[src/rtl/bcd_pkg.sv]
// Shared definitions for the sequential binary-to-BCD converter.
//   state_t     : converter FSM states (ST_IDLE, ST_SHIFT)
//   ADJ_THRESH  : digit value at or above which the double-dabble correction applies
//   ADJ_ADD     : correction added to a digit before each shift
//   max_val()   : largest value representable in a given number of BCD digits
//   cnt_width() : shift-counter width for a given binary input width
package bcd_pkg;

  typedef enum logic {
    ST_IDLE  = 1'b0,
    ST_SHIFT = 1'b1
  } state_t;

  localparam logic [3:0] ADJ_THRESH = 4'd5;
  localparam logic [3:0] ADJ_ADD    = 4'd3;

  // 10^digits - 1
  function automatic int unsigned max_val(input int unsigned digits);
    int unsigned p;
    p = 1;
    for (int unsigned i = 0; i < digits; i++) begin
      p = p * 10;
    end
    return p - 1;
  endfunction

  function automatic int unsigned cnt_width(input int unsigned bin_w);
    return $clog2(bin_w);
  endfunction

endpackage

[src/rtl/bcd_digit_adj.sv]
// Double-dabble digit correction: adds 3 to a BCD digit that is 5 or more,
// so that the following left shift carries correctly into the next digit.
// The 4-bit sum wraps; no carry leaves the digit.
// Ports:
//   digit_in  in  4  BCD digit before correction
//   digit_out out 4  corrected digit
module bcd_digit_adj
  import bcd_pkg::*;
(
  input  logic [3:0] digit_in,
  output logic [3:0] digit_out
);

  always_comb begin
    digit_out = digit_in;
    if (digit_in >= ADJ_THRESH) begin
      digit_out = digit_in + ADJ_ADD;
    end
  end

endmodule

[src/rtl/bin_to_bcd_seq.sv]
// Sequential double-dabble converter: binary input -> packed BCD digits,
// one shift per clock. Output feeds a multi-digit 7-segment display driver
// ([4*DIGITS-1 -: 4] = most significant digit .. [3:0] = units).
//
// Parameters:
//   BIN_W   width of the binary input
//   DIGITS  number of BCD digits produced (MAX_VAL = 10^DIGITS - 1)
// Ports:
//   clk    in   1          system clock, rising edge
//   rst    in   1          synchronous active-high reset
//   start  in   1          conversion request, sampled only while idle
//   bin    in   BIN_W      binary value, captured on an accepted start
//   busy   out  1          conversion in progress
//   valid  out  1          one-cycle pulse when bcd/ovf are updated
//   bcd    out  4*DIGITS   packed BCD result, held until next valid
//   ovf    out  1          captured bin exceeded MAX_VAL, held with bcd
// Build option:
//   BCD_CLAMP_EN  when defined, an out-of-range input converts as MAX_VAL
//                 (all-9 digits); otherwise it converts as-is, so bcd
//                 shows bin modulo 10^DIGITS. ovf is set either way.
module bin_to_bcd_seq
  import bcd_pkg::*;
#(
  parameter int unsigned BIN_W  = 14,
  parameter int unsigned DIGITS = 4
) (
  input  logic                  clk,
  input  logic                  rst,
  input  logic                  start,
  input  logic [BIN_W-1:0]      bin,
  output logic                  busy,
  output logic                  valid,
  output logic [4*DIGITS-1:0]   bcd,
  output logic                  ovf
);

  localparam int unsigned BCD_W   = 4 * DIGITS;
  localparam int unsigned MAX_VAL = max_val(DIGITS);
  localparam int unsigned CNT_W   = cnt_width(BIN_W);

  state_t             state_q, state_d;
  logic [BIN_W-1:0]   bin_work_q, bin_work_d;
  logic [BCD_W-1:0]   bcd_work_q, bcd_work_d;
  logic [CNT_W-1:0]   cnt_q, cnt_d;
  logic               ovf_pend_q, ovf_pend_d;
  logic [BCD_W-1:0]   bcd_q, bcd_d;
  logic               ovf_q, ovf_d;
  logic               valid_q, valid_d;

  logic               over_max;
  logic [BIN_W-1:0]   load_val;
  logic [BCD_W-1:0]   adj_bcd;
  logic [BCD_W-1:0]   bcd_shift;
  logic [BIN_W-1:0]   bin_shift;
  logic               unused_adj_msb;

  assign over_max = (32'(bin) > MAX_VAL);

  always_comb begin
`ifdef BCD_CLAMP_EN
    load_val = over_max ? BIN_W'(MAX_VAL) : bin;
`else
    load_val = bin;
`endif
  end

  for (genvar g = 0; g < DIGITS; g++) begin : g_adj
    bcd_digit_adj u_adj (
      .digit_in  (bcd_work_q[4*g +: 4]),
      .digit_out (adj_bcd[4*g +: 4])
    );
  end

  // Shift {adjusted digits, binary} left by one; the bit leaving the top
  // digit is dropped, so oversized inputs wrap modulo 10^DIGITS.
  assign bcd_shift      = {adj_bcd[BCD_W-2:0], bin_work_q[BIN_W-1]};
  assign bin_shift      = {bin_work_q[BIN_W-2:0], 1'b0};
  assign unused_adj_msb = adj_bcd[BCD_W-1];

  always_comb begin
    state_d    = state_q;
    bin_work_d = bin_work_q;
    bcd_work_d = bcd_work_q;
    cnt_d      = cnt_q;
    ovf_pend_d = ovf_pend_q;
    bcd_d      = bcd_q;
    ovf_d      = ovf_q;
    valid_d    = 1'b0;

    case (state_q)
      ST_IDLE: begin
        if (start) begin
          state_d    = ST_SHIFT;
          bin_work_d = load_val;
          bcd_work_d = '0;
          ovf_pend_d = over_max;
          cnt_d      = CNT_W'(BIN_W - 1);
        end
      end
      ST_SHIFT: begin
        bin_work_d = bin_shift;
        bcd_work_d = bcd_shift;
        cnt_d      = cnt_q - CNT_W'(1);
        if (cnt_q == '0) begin
          // Final shift: publish the result directly from the shift path.
          state_d = ST_IDLE;
          cnt_d   = '0;
          bcd_d   = bcd_shift;
          ovf_d   = ovf_pend_q;
          valid_d = 1'b1;
        end
      end
      default: begin
        state_d = ST_IDLE;
      end
    endcase
  end

  always_ff @(posedge clk) begin
    if (rst) begin
      state_q    <= ST_IDLE;
      bin_work_q <= '0;
      bcd_work_q <= '0;
      cnt_q      <= '0;
      ovf_pend_q <= 1'b0;
      bcd_q      <= '0;
      ovf_q      <= 1'b0;
      valid_q    <= 1'b0;
    end else begin
      state_q    <= state_d;
      bin_work_q <= bin_work_d;
      bcd_work_q <= bcd_work_d;
      cnt_q      <= cnt_d;
      ovf_pend_q <= ovf_pend_d;
      bcd_q      <= bcd_d;
      ovf_q      <= ovf_d;
      valid_q    <= valid_d;
    end
  end

  assign busy  = (state_q == ST_SHIFT);
  assign valid = valid_q;
  assign bcd   = bcd_q;
  assign ovf   = ovf_q;

endmodule
[config.mk]
export PLATFORM = sky130hd
export DESIGN_NAME = bin_to_bcd_seq
export DESIGN_NICKNAME = d
export VERILOG_FILES = /design/src/rtl/bcd_pkg.sv /design/src/rtl/bcd_digit_adj.sv /design/src/rtl/bin_to_bcd_seq.sv
export SDC_FILE = /design/constraint.sdc
export NUM_CORES = 1
export LEC_CHECK = 0
export CAP_MARGIN = 20
export CORE_ASPECT_RATIO = 0.75
export CORE_MARGIN = 5
export CORE_UTILIZATION = 50
export DETAILED_ROUTE_END_ITERATION = 16
export PLACE_DENSITY = 0.81
export SETUP_SLACK_MARGIN = 0.4
export SLEW_MARGIN = 10
export SYNTH_ARGS = -nofsm -noshare
export SYNTH_HDL_FRONTEND = slang
export SYNTH_HIERARCHICAL = 1
export SYNTH_SLANG_ARGS = --single-unit
[constraint.sdc]
create_clock -name clk -period 2.1 [get_ports clk]
set_clock_uncertainty 0.1 [all_clocks]
set_input_delay 0.42 -clock clk [delete_from_list [all_inputs] [get_ports clk]]
set_output_delay 0.42 -clock clk [all_outputs]
set_load 0.03 [all_outputs]
==> reports/qor.yml <==
grt:
  antenna_found_initial: 0
  grt_max_degree: 57
  grt_overflow_total: 0
  grt_pass1_vias: 1870
  grt_pass1_wl_um: 8349
  track_usage: 0.1552
setup_path:
  crit_fanout: 2
  end_kind: "output pin"
  cp.required_ns: 1.58
  r2r.worst_path.cells: 7
  path_class: "reg -> out"
  crit_buf_inv: 1
  path_cells: "dlygate4sd2_1"
  cp.depth: 1
  cp-start-kind: "flop"
  crit_arrival_ns: 1.10
  cp_slowest_stage_delay_ns: 0.41
  critical-path-top-delay-family: "buffers and inverters"
  cpMaxStageDelayCell: "dlygate4sd2_1"
layout:
  drive_gt1_frac: 0.1672
  area_growth_pct: 21.37
  nets: 324
  final_area_mm2: 0.003063
  layout_common_cells: "52 x dfxtp_1, 35 x nor2_1, 19 x mux2i_1, 19 x a21oi_1, 19 x dlygate4sd2_1"
  diodes: 0
  final_common_cell: "dfxtp_1"
  final.fill_count: 445
worst_hold_path:
  hold_class: "reg -> reg"
  hold_depth: 1
sta:
  slew_viol_final: 0
  fin_tns_setup_ns: 0
  fmax_mhz: 616.3
  tightest_slew_ns: 0.3630
  relSlewSlack: 0.7546
  finalCritPeriodShare: 0.7726
  rsz0062_at_grt: "no"
  setup_viol: 0
  hold_violations: 0
  min_period_ns: 1.622
die:
  dieHeight_um: 71.53
  num_io_pins: 36
  initial_core_util: 0.5151
  rows: 22
  core_area_mm2: 0.004900
  die_w_um: 92.04
  dieArea_mm2: 0.006583
detailed_routing:
  ant_nets: 0
  avgViaCountPerCell: 5.429
  drt_iter0_markers: 127
  drt-wirelength-per-cell_um: 13.77
  firstDrtPassIters: 4
  num_vias: 1949
  drc: 0
  wirelength_um: 4943
clock_tree:
  cts_max_level: 2
  cts-hold-fix-buffers: 0
  cts.clk_slew.worst_paths_ns: 0.11
  clockRootBuffer: "clkbuf_8"
  cts.sinks: 54
  numCtsBuffers: 5
  cts.path.max_buffers: 2
  cts_tree: "done"
  worst_skew_pair.late_latency_ns: 0.31
yosys:
  postSynthCellCount: 264
  synth_area_mm2: 0.002524
  synth.net_count: 290
  avgSynthCellArea_um2: 9.559
  yosys_warnings: 6
outcome:
  status: "finished, final reports clean"
pwr:
  power_uw: 2063
  leakage_uw: 0.001282
  ir_drop_mv: 0.4908
  powerDensity_mw_per_mm2: 673.7
placement:
  place_hpwl_um: 3382
  place_congestion: 0.7785
  place_area_mm2: 0.002955
  portBuffers: 35
job:
  drv.max_cap_violation_count: 0
==> area by class of cell <==
type	count	area, um2	area share
Clock buffer	5	68.82	0.02247
Clock inverter	3	47.55	0.01552
Inverter	11	41.29	0.01348
Multi-Input combinational cell	183	1323	0.4318
Sequential cell	54	1084	0.3538
Tap cell	60	75.07	0.02451
Timing Repair Buffer	43	424.2	0.1385
==> through the flow <==
| step | instances | hold slack (ns) | setup WS, ns | utilization |
|---|---|---|---|---|
| 2_1_floorplan | 264 | 0.3593 | 0.5652 | - |
| 4_1_cts | 358 | 0.3878 | 0.4685 | 0.6221 |
| 3_5_place_dp | 350 | 0.3669 | 0.1619 | 0.6032 |
| 6_report | 359 | 0.3801 | 0.4775 | 0.6251 |
| 3_3_place_gp | 350 | 0.3615 | 0.2190 | 0.6032 |
| 5_1_grt | 359 | 0.4019 | 0.4053 | 0.6251 |
==> layer usage <==
| metal | track usage | wire length, um | vias up |
|---|---|---|---|
| li1 | - | - | 986 |
| met1 | 0.1950 | 2357 | 930 |
| met2 | 0.2678 | 2367 | 26 |
| met3 | 0.03987 | 174 | 7 |
| met4 | 0.03954 | 43 | 0 |
| met5 | 0 | 0 | - |
==> power by group <==
part           total (uW)  internal [uW]  switching (uW)
Combinational         265            126             140
Clock                 716            362             354
Sequential           1080           1060            24.3
==> path summary, 6_finish.rpt <==
kind                               startpoint       endpoint  slack, ns
worst max-delay path                  bcd[15]        bcd[15]       0.48
worst min-delay path                   bcd[6]         bcd[6]       0.38
worst max register to register  bcd_work_q[5]  bcd_work_q[6]       0.51
worst min register to register         bcd[6]         bcd[6]       0.38
==> sequential cells by signal (all words and copies together), names as in the netlist <==
name,cells
bcd,16
bcd_work_q,16
bin_work_q,14
busy,1
cnt_q,4
ovf,1
ovf_pend_q,1
valid,1
==> what timing repair did <==
item / in CTS / in global routing
pin swaps: 0 / 3
setup endpoints to repair: 19 / 15
setup buffers: 0 / 1
resized for setup: 19 / 3
(Power assumes the default switching activity.)
